--- src/rtl/alu_decode_unit.sv ---
// alu_decode_unit: one-cycle instruction group/field decoder and 8/16-bit ALU.
// Every output is registered; result registers load only on in_valid and are
// cleared asynchronously while reset is low.
module alu_decode_unit (
    input  logic        clk,
    input  logic        reset,
    input  logic        in_valid,
    input  logic [15:0] instr_hi,
    input  logic [3:0]  alu_oper,
    input  logic [7:0]  alu_a_hi,
    input  logic [7:0]  alu_a_lo,
    input  logic [7:0]  alu_b,
    input  logic [3:0]  flags_in,
    output logic [2:0]  group_out,
    output logic        instr_is_32_bit,
    output logic [2:0]  ig1_opcode,
    output logic [3:0]  ig1_ra_index,
    output logic [7:0]  ig1_imm8,
    output logic        ig1_ra_is_pair,
    output logic [7:0]  alu_out_hi,
    output logic [7:0]  alu_out_lo,
    output logic [3:0]  flags_out,
    output logic        out_valid
);

    localparam int FLAG_Z = 0;
    localparam int FLAG_C = 1;
    localparam int FLAG_V = 2;
    localparam int FLAG_N = 3;

    logic [2:0]  group_nxt;
    logic        pair_nxt;
    logic        is_sub;
    logic [7:0]  b_eff;
    logic        cin_eff;
    logic [8:0]  sum9;
    logic        v_arith;
    logic [15:0] b_sext;
    logic [15:0] pair_sum;
    logic [15:0] pair_diff;
    logic [7:0]  lo_nxt;
    logic [7:0]  hi_nxt;
    logic [7:0]  nz_src;
    logic        upd_nz;
    logic [3:0]  flags_nxt;

    // group decode from the top bits of the instruction word
    always_comb begin
        group_nxt = 3'd0;
        if (!instr_hi[15]) begin
            group_nxt = 3'd1;
        end else begin
            case (instr_hi[14:12])
                3'b000, 3'b001: group_nxt = 3'd2;
                3'b010, 3'b011: group_nxt = 3'd3;
                3'b100:         group_nxt = 3'd4;
                3'b101:         group_nxt = 3'd0;
                default:        group_nxt = 3'd5;
            endcase
        end
    end

    // register-pair form exists only for group 1 opcode 7
    assign pair_nxt = (group_nxt == 3'd1) && (instr_hi[14:12] == 3'd7);

    // shared 8-bit adder: subtraction is a + ~b + carry, so carry-out means "no borrow"
    assign is_sub  = (alu_oper == 4'd2) || (alu_oper == 4'd3) || (alu_oper == 4'd4);
    assign b_eff   = is_sub ? ~alu_b : alu_b;
    assign cin_eff = (alu_oper == 4'd0) ? 1'b0 :
                     ((alu_oper == 4'd1) || (alu_oper == 4'd3)) ? flags_in[FLAG_C] : 1'b1;
    assign sum9    = {1'b0, alu_a_lo} + {1'b0, b_eff} + {8'd0, cin_eff};
    assign v_arith = (alu_a_lo[7] == b_eff[7]) && (sum9[7] != alu_a_lo[7]);

    assign b_sext    = {{8{alu_b[7]}}, alu_b};
    assign pair_sum  = {alu_a_hi, alu_a_lo} + b_sext;
    assign pair_diff = {alu_a_hi, alu_a_lo} - b_sext;

    // ALU result and flag selection
    always_comb begin
        lo_nxt    = 8'h00;
        hi_nxt    = 8'h00;
        upd_nz    = 1'b1;
        flags_nxt = flags_in;
        case (alu_oper)
            4'd0, 4'd1, 4'd2, 4'd3: begin
                lo_nxt            = sum9[7:0];
                flags_nxt[FLAG_C] = sum9[8];
                flags_nxt[FLAG_V] = v_arith;
            end
            4'd4: begin
                lo_nxt            = alu_a_lo;
                flags_nxt[FLAG_C] = sum9[8];
                flags_nxt[FLAG_V] = v_arith;
            end
            4'd5: lo_nxt = alu_a_lo & alu_b;
            4'd6: lo_nxt = alu_a_lo | alu_b;
            4'd7: lo_nxt = alu_a_lo ^ alu_b;
            4'd8: begin
                lo_nxt            = {alu_a_lo[6:0], 1'b0};
                flags_nxt[FLAG_C] = alu_a_lo[7];
            end
            4'd9: begin
                lo_nxt            = {1'b0, alu_a_lo[7:1]};
                flags_nxt[FLAG_C] = alu_a_lo[0];
            end
            4'd10: begin
                lo_nxt            = {alu_a_lo[7], alu_a_lo[7:1]};
                flags_nxt[FLAG_C] = alu_a_lo[0];
            end
            4'd11: begin
                lo_nxt            = {alu_a_lo[6:0], flags_in[FLAG_C]};
                flags_nxt[FLAG_C] = alu_a_lo[7];
            end
            4'd12: begin
                lo_nxt            = {flags_in[FLAG_C], alu_a_lo[7:1]};
                flags_nxt[FLAG_C] = alu_a_lo[0];
            end
            4'd13: lo_nxt = alu_b;
            4'd14: begin
                {hi_nxt, lo_nxt} = pair_sum;
                upd_nz           = 1'b0;
            end
            default: begin
                {hi_nxt, lo_nxt} = pair_diff;
                upd_nz           = 1'b0;
            end
        endcase
        // compare reports N/Z of the difference even though it returns a_lo
        nz_src = (alu_oper == 4'd4) ? sum9[7:0] : lo_nxt;
        if (upd_nz) begin
            flags_nxt[FLAG_Z] = (nz_src == 8'h00);
            flags_nxt[FLAG_N] = nz_src[7];
        end
    end

    // output registers: capture on in_valid, hold otherwise; out_valid follows in_valid
    always_ff @(posedge clk or negedge reset) begin
        if (!reset) begin
            group_out       <= 3'd0;
            instr_is_32_bit <= 1'b0;
            ig1_opcode      <= 3'd0;
            ig1_ra_index    <= 4'd0;
            ig1_imm8        <= 8'h00;
            ig1_ra_is_pair  <= 1'b0;
            alu_out_hi      <= 8'h00;
            alu_out_lo      <= 8'h00;
            flags_out       <= 4'h0;
            out_valid       <= 1'b0;
        end else begin
            out_valid <= in_valid;
            if (in_valid) begin
                group_out       <= group_nxt;
                instr_is_32_bit <= (group_nxt == 3'd5);
                ig1_opcode      <= instr_hi[14:12];
                ig1_ra_index    <= instr_hi[11:8];
                ig1_imm8        <= instr_hi[7:0];
                ig1_ra_is_pair  <= pair_nxt;
                alu_out_hi      <= hi_nxt;
                alu_out_lo      <= lo_nxt;
                flags_out       <= flags_nxt;
            end
        end
    end

endmodule

--- config.mk ---
export PLATFORM = sky130hd
export DESIGN_NAME = alu_decode_unit
export DESIGN_NICKNAME = d
export VERILOG_FILES = /design/src/rtl/alu_decode_unit.sv
export SDC_FILE = /design/constraint.sdc
export NUM_CORES = 1
export LEC_CHECK = 0
export CORE_UTILIZATION = 30
export CTS_CLUSTER_DIAMETER = 100
export DETAILED_ROUTE_END_ITERATION = 10
export PLACE_DENSITY = 0.63
export SKIP_CTS_REPAIR_TIMING = 1
export SYNTH_ARGS = -nofsm -noshare
export SYNTH_HDL_FRONTEND = slang
export SYNTH_SLANG_ARGS = --single-unit
--- constraint.sdc ---
create_clock -name clk -period 0.8 [get_ports clk]
set_clock_uncertainty 0.1 [all_clocks]
set_input_delay 0.2 -clock clk [delete_from_list [all_inputs] [get_ports clk]]
set_output_delay 0.2 -clock clk [all_outputs]
set_load 0.005 [all_outputs]
Yosys cells after proc, flatten, opt, wreduce, memory -nomap -nowiden --
Cells that the tools add are included.
Word-level totals: bits of input ports 51, output and inout bits 41, register bits after elaboration 41, logic and storage cells 70
Cells by class: mux-type cells 13, add/subtract/negate cells 4, equality and inequality tests 24, bitwise operators 4, reductions and logical operators 15
Operators with widths (count):
- case mux 8 bit (12 select lines) | 1
- equality test 4 bit (second input constant) | 7
- adder 16 bit | 1
- equality test 4 x 3 -> 1 bit (second input constant) | 4
- 2-to-1 mux 8 bit | 2
- case mux 8 bit (2 select lines) | 1
- subtractor 16 bit | 1
- OR reduction 14 bit | 1
- equality test 3 bit (second input constant) | 4
- case mux 3 bit (4 select lines) | 1
- adder 8 x 8 -> 9 bit | 1
- adder 9 x 1 -> 9 bit | 1
- AND 8 bit | 1
- equality test 4 x 2 -> 1 bit (second input constant) | 2
- zero test 8 bit | 1
- inverter 8 bit | 1
- OR 8 bit | 1
- XOR 8 bit | 1
- equality test 3 x 1 -> 1 bit (second input constant) | 2
- equality test 3 x 2 -> 1 bit (second input constant) | 2
- 2-to-1 mux 1 bit | 6
- OR reduction 2 bit | 3
- OR reduction 5 bit | 1
- equality test 4 x 1 -> 1 bit (second input constant) | 1
- other kinds (10) | 13

Logic depth before layout (Yosys ltp) --
Gate-level depths: netlist of run 1.
word-level depth 10, gate-level depth with buffers 16, depth with buffers taken out 15

Worst setup path after synthesis of run 1 --
Ideal clock, no wire load.
path type input port to flip-flop, start point input alu_oper[3], end point register alu_out_lo[6], path buffers 1, cell stages on the path 15, data arrival time 3.416 ns, setup slack -2.841 ns, setup time 0.125 ns, data required time 0.575 ns, cells stage by stage buf_4 -> or2b_2 -> nor2_1 -> a21oi_2 -> xnor2_1 -> fa_1 -> inv_1 -> fa_1 -> nand2b_1 -> a211oi_1 -> mux2i_1 -> nand4_1 -> o311ai_0 -> a21oi_1 -> mux2_2
Between the ends: longest elaborated chain between the ends 7, elaborated cells on any way between the ends 25, those cells by class 2 x add/sub; 14 x eq/ne; 4 x mux; 5 x reduce/logical
Ends and longest elaborated chain:
- start: declaration | line 9 | input logic [3:0] alu_oper,
- equality test 4 x 2 -> 1 bit (on tied branches) | line 67, 84, 70
- logical OR 1 bit (2 in a row) | line 67 | assign is_sub = (alu_oper == 4'd2) || (alu_oper == 4'd3) || (alu_oper == 4'd4);
- 2-to-1 mux 8 bit | line 68 | assign b_eff = is_sub ? ~alu_b : alu_b;
- adder 8 x 8 -> 9 bit | line 71 | assign sum9 = {1'b0, alu_a_lo} + {1'b0, b_eff} + {8'd0, cin_eff};
- adder 9 x 1 -> 9 bit | line 71
- case mux 8 bit (12 select lines) * | line 84 | case (alu_oper)
- end signal: assignment | line 159 | alu_out_lo <= lo_nxt;
- end: declaration | line 21 | output logic [7:0] alu_out_lo,
Mark *: on every way between the ends. The rest lies on a longest branch, timed or not. A chain may end at the register's enable or synchronous reset.

Final worst setup path of run 1 --
start point input alu_oper[1], end point register flags_out[0]
Between the ends: longest elaborated chain between the ends 10, elaborated cells on any way between the ends 30, those cells by class 2 x add/sub; 14 x eq/ne; 7 x mux; 7 x reduce/logical
Ends and longest elaborated chain:
- equality test 4 x 2 -> 1 bit (on tied branches) | line 67, 84, 70
- logical OR 1 bit (2 in a row) | line 67
- 2-to-1 mux 8 bit | line 68
- adder 8 x 8 -> 9 bit | line 71
- adder 9 x 1 -> 9 bit | line 71
- case mux 8 bit (12 select lines) | line 84
- 2-to-1 mux 8 bit | line 129 | nz_src = (alu_oper == 4'd4) ? sum9[7:0] : lo_nxt;
- zero test 8 bit | line 131 | flags_nxt[FLAG_Z] = (nz_src == 8'h00);
- 2-to-1 mux 1 bit * | line 130 | if (upd_nz) begin
- end signal: assignment | line 160 | flags_out <= flags_nxt;
- end: declaration | line 22 | output logic [3:0] flags_out,
Marked as above.

==> impl_metrics.json, run 1 <==
{
  "p_leak_nw": 3.51,
  "drive_gt1_share_pct": 48.3,
  "rrSetupSlack_ps": -360,
  "finalCriticalPeriod_ps": 2910,
  "area_growth_syn_to_layout_pct": 71.0,
  "power_density_nw_per_um2": 1300,
  "violations": "negative setup slack",
  "placed_cells": 947,
  "maxCapViolCount": 0,
  "rsz0062_at_grt": "yes",
  "wl_met2_um": 8560,
  "grt_max_degree": 51,
  "wire_per_inst_um": 17.7,
  "hold_viol": 0,
  "multi_input_area_um2": 3840,
  "irDropWorstVdd_v": 0.00109,
  "synth_area_um2": 4510,
  "synth_edf_count": 0,
  "io_buffers": 91,
  "initial_core_util_pct": 30.9,
  "yosysWarningCount": 0,
  "dr.pass1.iters": 4,
  "grt_pass1_vias": 5186,
  "place_area_um2": 6970,
  "die_h_um": 125,
  "gp_routability_congestion": 0.892,
  "crit_path_max_fanout": 3,
  "synth_cells": 548,
  "worstPathArrival_ps": 3030,
  "setup_viol": 77,
  "io_pins": 92,
  "hold_class": "in2reg",
  "worstMarginPinSlew_ps": 451,
  "crit_required_ps": 910,
  "ys.flop_type": "dfrtp_1",
  "crit_type": "in2reg",
  "dieArea_um2": 15500,
  "power.total_mw": 10.0,
  "diodes": 0,
  "cts_tree": "yes",
  "p_clk_share_pct": 22.0,
  "fmax_mhz": 343,
  "fp-row-count": 44,
  "p_seq_share_pct": 24.7,
  "finalSetupTns_ps": -44440,
  "cts_sinks": 41,
  "drc": 0,
  "first_iter_violations": 343,
  "ant_nets": 0,
  "pre_cts_ws_ps": -2920,
  "ys_seq_area_share_pct": 22.8,
  "finalMaxSlewViolations": 0,
  "synth_largest_area_cell": "dfrtp_1",
  "core_um2": 14600,
  "clockBufferDepth": 2,
  "final.setup.worst_slack_ps": -2110,
  "antenna_found_initial": 0,
  "slew_headroom_pct": 69.6,
  "yosys-top-cells-area": "dfrtp_1 23%, ha_1 12%, mux2_2 5.0%",
  "root_buffer": "clkbuf_16",
  "grt.total_usage_pct": 20.9,
  "path_clk_slew_ps": 60,
  "period_share_pct": 364,
  "p_switching_mw": 3.41,
  "route.vias.total": 5300,
  "via_per_inst": 5.36,
  "ys_types": 75,
  "synth_top_area_share_pct": 22.8,
  "overflow": 0,
  "power.share.combinational_pct": 53.3,
  "status": "complete, but fails checks",
  "cts_inserted_buffers": 5,
  "p_int_mw": 6.63,
  "die_width_um": 125,
  "synth_commonest_cells": "52 x nor2_1, 45 x ha_1, 41 x a21oi_1, 41 x dfrtp_1, 41 x inv_1",
  "wl_met3_um": 870,
  "dpl.hpwl_um": 13100,
  "post-synth-top-count-cell": "nor2_1",
  "async_reset_ff_share_pct": 100,
  "synthesis.nets": 648,
  "register_area_um2": 1030,
  "nNetsFinal": 904,
  "startpoint_type": "input pin",
  "stdcell_area_um2": 7700,
  "top_layer_used": "met4",
  "end_kind": "register",
  "netSwitchingFraction_pct": 34.0,
  "finalWirelength_um": 17500,
  "ys_ff_latch": 41,
  "cts.htree.levels": 2,
  "avgSynthCellArea_um2": 8.22,
  "fillers": 1332,
  "stdcell_count": 988,
  "met1_length_um": 7500,
  "clock_latency_ps": 270,
  "grt_pass1_wl_um": 26300
}
[stage by stage]
step / utilization [%] / hold slack (ps)
2_1_floorplan: - / -196
3_3_place_gp: 47.8 / 87.9
3_5_place_dp: 47.8 / 88.6
4_1_cts: 48.9 / -207
5_1_grt: 52.8 / 133
6_report: 52.8 / 127
[worst max-delay path, cell delays in order]
cell and delay [ps]:
clkbuf_2 100, or2_4 240, nor2_4 130, a21oi_4 60, xnor2_2 140, fa_2 240
inv_2 40, fa_2 330, nand2b_4 160, a211oi_4 240, mux2i_1 220, nand4_1 150
o311ai_1 310, a21oi_1 120, nand4b_1 200, a21oi_2 140
[logic make-up after synthesis]
logic type | synth area share (%)
compound gates | 27.0
buf+inv | 6.66
fa+ha+maj | 14.3
flops | 22.8
simple gates | 18.7
mux | 6.11
xor+xnor | 4.47
[state kept, by name, indices dropped and copies added, names as in the netlist, 3 cells and up]
signal        cells
group_out         3
ig1_ra_index      4
ig1_imm8          8
ig1_opcode        3
alu_out_lo        8
flags_out         4
alu_out_hi        8
[cell usage in the layout, fill, tap and decap left out, types with 10 or more instances in the layout]
master and instances:
buf_6 27, nor2b_1 10, inv_2 10, dfrtp_1 41, nand3_1 12, clkbuf_2 47, buf_4 166, ha_4 12
o21ai_0 14, clkdlybuf4s50_1 22, o211ai_1 15, nor2_1 48, a21oi_2 11, inv_1 29, ha_1 24, xnor2_1 14
mux2_2 11, nand2_1 35, a21oi_1 27
[worst paths after layout]
path | end | from | cells after the start
min in group asynchronous | alu_out_hi[6]$_DFFE_PN0P_ | reset | 3
min reg2reg | ig1_ra_is_pair$_DFFE_PN0P_ | ig1_ra_is_pair$_DFFE_PN0P_ | 2
max reg2reg | alu_out_hi[7]$_DFFE_PN0P_ | alu_out_hi[7]$_DFFE_PN0P_ | 4
min | ig1_opcode[0]$_DFFE_PN0P_ | instr_hi[12] | 2
max in group asynchronous | ig1_opcode[0]$_DFFE_PN0P_ | reset | 3
max | flags_out[0]$_DFFE_PN0P_ | alu_oper[1] | 16
[layout make-up]
cell class                 count  area share (%)
clock buffer                   5            1.62
clock inverter                 2           0.455
timing repair buffer         280            29.6
tap                          184            2.99
sequential                    41            13.3
inverter                      42            2.21
multi-input combinational    434            49.8
[metal layers]
metal / GRT usage [%] / up-vias
met3: 2.84 / 45
met4: 8.43 / 0
li1: - / 2523
met2: 35.8 / 189
met1: 26.4 / 2543
met5: 0 / -
[power by group through the flow]
stage / Combinational, mW / Sequential (mW) / Clock [mW]
global placement: 4.74 / 2.50 / 0
global route: 5.73 / 2.51 / 2.33
finish: 5.35 / 2.48 / 2.21
CTS: 4.84 / 2.48 / 2.24
detailed placement: 4.82 / 2.52 / 0
floorplan: 2.35 / 2.52 / 0
(Power assumes the default switching activity.)
==> run 2: changes to the inputs <==
Settings changed: PLACE_DENSITY 0.63 to 0.61.
Clock period 0.8 ns to 3.8 ns, I/O delays scaled along.
==> run 2 against run 1 <==
Compared with the run above: the run now ends clean; global-route usage up 0.61 points; design area down 13%; clock power down 78%; power down 81%; sequential cell count unchanged; critical endpoint unchanged; first-iteration DRC count down 2.3%; via count down 6.7%; worst setup slack better by 2200 ps; non-clock buffer count down 66; critical path depth unchanged; sequential share of layout area up 1.9 points; sequential power down 79%.
==> impl_metrics.json, run 2 (same netlist as run 1, synthesis figures left out) <==
{
  "cts_tree": "yes",
  "stdcell_count": 923,
  "power_density_nw_per_um2": 291,
  "worstPathArrival_ps": 3870,
  "worstMarginPinSlew_ps": 931,
  "hold_class": "reg2reg",
  "cts_sinks": 41,
  "end_kind": "register",
  "finalWirelength_um": 16300,
  "setup_viol": 0,
  "grt.total_usage_pct": 21.5,
  "irDropWorstVdd_v": 0.000176,
  "core_um2": 14600,
  "timing.critical_path.mode_cell": "fa_2",
  "fp-row-count": 44,
  "rsz0062_at_grt": "yes",
  "startpoint_type": "input pin",
  "dpl.hpwl_um": 13300,
  "fmax_mhz": 266,
  "wire_per_inst_um": 17.6,
  "dr.pass1.iters": 5,
  "clock_latency_ps": 280,
  "cp_num_buf_inv": 2,
  "hold_viol": 0,
  "cpLargestDelayFamily": "simple AND/OR/NAND/NOR gates",
  "finalSetupTns_ps": 0,
  "crit_type": "in2reg",
  "path_clk_slew_ps": 60,
  "slowest_stage": "fa_2",
  "drc": 0,
  "initial_core_util_pct": 30.9,
  "clockBufferDepth": 2,
  "place_area_um2": 6440,
  "diodes": 0,
  "dieArea_um2": 15500,
  "p_leak_nw": 2.96,
  "antenna_found_initial": 0,
  "grt_max_degree": 62,
  "cts_inserted_buffers": 5,
  "root_buffer": "clkbuf_16",
  "layout_common_cells": "122 x buf_4, 82 x clkdlybuf4s50_1, 50 x nor2_1",
  "largest_registers": "alu_out_hi (8), alu_out_lo (8), ig1_imm8 (8)",
  "area_growth_syn_to_layout_pct": 49.3,
  "maxCapViolCount": 0,
  "stdcell_area_um2": 6730,
  "die_h_um": 125,
  "finalCriticalPeriod_ps": 3760,
  "crit_required_ps": 3910,
  "period_share_pct": 98.8,
  "grt_pass1_vias": 5136,
  "gp_routability_congestion": 0.950,
  "power.total_mw": 1.96,
  "final_common_cell": "buf_4",
  "cts.htree.levels": 2,
  "grt_pass1_wl_um": 27100,
  "nNetsFinal": 838,
  "finalMaxSlewViolations": 0,
  "placed_cells": 912,
  "final_core_util_pct": 46.1,
  "overflow": 0,
  "critPathMaxStageDelay_ps": 390,
  "route.vias.total": 4946,
  "via_per_inst": 5.36,
  "critical_path.cell_chain": "buf_6 -> or2_4 -> nor2_4 -> a21oi_4 -> xnor2_2 -> fa_2 -> inv_2 -> fa_2 -> nand2b_4 -> a211oi_4 -> mux2i_1 -> nand4_1 -> o311ai_1 -> a21oi_1 -> nand4b_1 -> a21oi_2",
  "ant_nets": 0,
  "die_width_um": 125,
  "status": "complete, no violations",
  "crit_path_max_fanout": 2,
  "slew_headroom_pct": 38.0,
  "rrSetupSlack_ps": 2830,
  "io_buffers": 91,
  "drive_gt1_share_pct": 26.0,
  "first_iter_violations": 335,
  "io_pins": 92
}
-- run 2: changes by cell type in the layout (fill, tap and decap cells not counted), moves of 8 or more --
cell	previous run	this run
a21oi_1	27	37
buf_6	27	2
mux2_2	11	19
inv_2	10	2
o21ai_0	14	23
inv_1	29	40
clkbuf_2	47	3
clkdlybuf4s50_1	22	82
mux2_4	9	1
ha_1	24	45
buf_4	166	122
ha_4	12	0
ha_2	9	0
-- run 2: through the flow --
stage | hold slack [ps] | worst slack (ps)
floorplan | 370 | -172
global placement | 370 | -664
detailed placement | 374 | -746
CTS | 388 | -449
global route | 409 | -108
finish | 386 | 45.0
-- run 2: path summary, 6_finish.rpt --
check / startpoint / to / depth (start not counted)
setup / recovery: alu_oper[0] / flags_out[0]$_DFFE_PN0P_ / 16
hold / removal: flags_out[3]$_DFFE_PN0P_ / flags_out[3]$_DFFE_PN0P_ / 1
setup reg to reg: alu_out_hi[7]$_DFFE_PN0P_ / alu_out_hi[7]$_DFFE_PN0P_ / 3
hold reg to reg: flags_out[3]$_DFFE_PN0P_ / flags_out[3]$_DFFE_PN0P_ / 1
max in group asynchronous: reset / alu_out_lo[4]$_DFFE_PN0P_ / 1
min in group asynchronous: reset / ig1_ra_index[0]$_DFFE_PN0P_ / 1
-- run 2: power breakdown --
group,leakage (nW),switching [mW],total [mW],internal (mW)
Clock,0.0800,0.170,0.481,0.311
Combinational,2.38,0.447,0.956,0.509
Sequential,0.493,0.0287,0.519,0.491
-- run 2: final cells by class --
class | count | area [um2]
clock buffer | 5 | 125
clock inverter | 3 | 46.3
fill | 1445 | 7860
inverter | 42 | 158
multi-input combinational | 434 | 3320
sequential | 41 | 1030
tap | 184 | 230
timing repair buffer | 214 | 1820
-- run 2: routing by layer --
layer | share of wire (%) | global-route usage (%) | vias to the layer above
li1 | - | - | 2391
met1 | 43 | 26.6 | 2368
met2 | 50 | 38.2 | 155
met3 | 4.5 | 3.35 | 32
met4 | 3.1 | 6.52 | 0
met5 | 0 | 0 | -
==> run 3: changes to the inputs <==
Settings changed: PLACE_DENSITY 0.61 to unset, PLACE_DENSITY_LB_ADDON set to 0.2.
==> run 3 against run 2 <==
Compared with the run above: the flow now finishes with violations (negative setup slack); global-route usage decreased by 0.92 points; worst setup slack lost 68 ps; non-clock buffer count shrank 9; core utilization down 0.15 points; combinational power fell by 2.9%; wire length is 1.8% lower; critical path depth decreased by 3; via count decreased by 1.6%; final cell count decreased by 0.98%; clock power grew 15%; sequential power about the same; critical endpoint unchanged; largest cell class unchanged; largest power group unchanged; highest routed layer unchanged.
==> impl_metrics.json, run 3 (same netlist as run 1, synthesis figures left out) <==
{
  "core_um2": 14600,
  "startpoint_type": "input pin",
  "drive_gt1_share_pct": 25.3,
  "via_per_inst": 5.32,
  "placed_cells": 903,
  "worstMarginPinSlew_ps": 909,
  "rrSetupSlack_ps": 2860,
  "nNetsFinal": 829,
  "maxCapViolCount": 0,
  "finalMaxSlewViolations": 0,
  "worst_hold_slack_ps": 380,
  "irDropWorstVdd_v": 0.000255,
  "layout_common_cells": "113 x buf_4, 84 x clkdlybuf4s50_1, 50 x nor2_1",
  "final_common_cell": "buf_4",
  "finalWirelength_um": 16000,
  "dr.pass1.iters": 5,
  "io_buffers": 91,
  "die_width_um": 125,
  "largest_registers": "alu_out_hi (8), alu_out_lo (8), ig1_imm8 (8)",
  "grt_pass1_vias": 5078,
  "clock_latency_ps": 280,
  "initial_core_util_pct": 30.9,
  "wire_per_inst_um": 17.5,
  "power_density_nw_per_um2": 298,
  "hold_class": "reg2reg",
  "route.vias.total": 4867,
  "grt_pass1_wl_um": 25900,
  "first_iter_violations": 269,
  "ant_nets": 0,
  "status": "complete, but fails checks",
  "end_kind": "register",
  "fp-row-count": 44,
  "final.setup.worst_slack_ps": -23.1,
  "worstPathArrival_ps": 3930,
  "antenna_found_initial": 0,
  "root_buffer": "clkbuf_16",
  "rsz0062_at_grt": "yes",
  "cts_inserted_buffers": 5,
  "area_growth_syn_to_layout_pct": 48.8,
  "stdcell_count": 914,
  "power.total_mw": 2.00,
  "drc": 0,
  "grt.total_usage_pct": 20.6,
  "die_h_um": 125,
  "setup_viol": 1,
  "p_leak_nw": 2.91,
  "grt_max_degree": 42,
  "fmax_mhz": 262,
  "dieArea_um2": 15500,
  "finalCriticalPeriod_ps": 3820,
  "cts_sinks": 41,
  "cts_tree": "yes",
  "hold_viol": 0,
  "clockBufferDepth": 2,
  "cts.htree.levels": 2,
  "crit_type": "in2reg",
  "dpl.hpwl_um": 12900,
  "crit_required_ps": 3910,
  "diodes": 0,
  "period_share_pct": 101,
  "slew_headroom_pct": 39.4,
  "overflow": 0,
  "path_clk_slew_ps": 60,
  "io_pins": 92,
  "violations": "negative setup slack",
  "gp_routability_congestion": 0.942,
  "crit_path_max_fanout": 3
}
==> run 3: metal layers <==
layer	track usage, %	up-vias	wire [um]
met5	0	-	0
met4	8.01	0	530
met3	2.49	32	719
met2	37.8	134	8320
met1	24.2	2330	6420
li1	-	2371	-
==> run 3: path summary, 6_finish.rpt <==
kind,end,from,depth (start not counted)
worst max-delay path,flags_out[0]$_DFFE_PN0P_,alu_a_lo[0],13
worst min register to register,flags_out[3]$_DFFE_PN0P_,flags_out[3]$_DFFE_PN0P_,1
max in group asynchronous,flags_out[1]$_DFFE_PN0P_,reset,1
min in group asynchronous,ig1_imm8[4]$_DFFE_PN0P_,reset,1
worst max register to register,alu_out_hi[7]$_DFFE_PN0P_,alu_out_hi[7]$_DFFE_PN0P_,3
worst min-delay path,flags_out[3]$_DFFE_PN0P_,flags_out[3]$_DFFE_PN0P_,1
==> run 3: worst max-delay path, cell delays in order <==
cell and delay (ps):
clkdlybuf4s50_1 510, inv_1 80, ha_1 250, fa_1 440, o21bai_1 180, a21oi_1 130, a221o_1 350, nand2_1 120
nand4b_1 150, nor4b_1 350, buf_4 160, nand4b_1 110, a21oi_2 150
==> run 3: where the power goes <==
group	internal, mW	total [mW]	leakage, nW	switching [mW]
sequential	0.490	0.518	0.493	0.0279
clock	0.379	0.555	0.0944	0.176
combinational	0.491	0.928	2.33	0.437
total	1.36	2.00	2.91	0.641
==> run 3: area by class of cell <==
class                      count  area, um2
sequential                    41       1030
timing repair buffer         205       1760
multi-input combinational    434       3340
inverter                      42        158
clock inverter                 3       68.8
clock buffer                   5        125
tap                          184        230
fill                        1439       7880
==> run 3: through the flow <==
stage	setup WS, ps	util, %	TNS (ps)	area [um2]
5_1_grt	-191	46.0	-303	6710
6_report	-23.1	46.0	-23.1	6710
3_3_place_gp	-679	43.7	-4380	6380
3_5_place_dp	-754	43.7	-5150	6380
4_1_cts	-465	45.0	-1540	6570
2_1_floorplan	-172	-	-332	4560
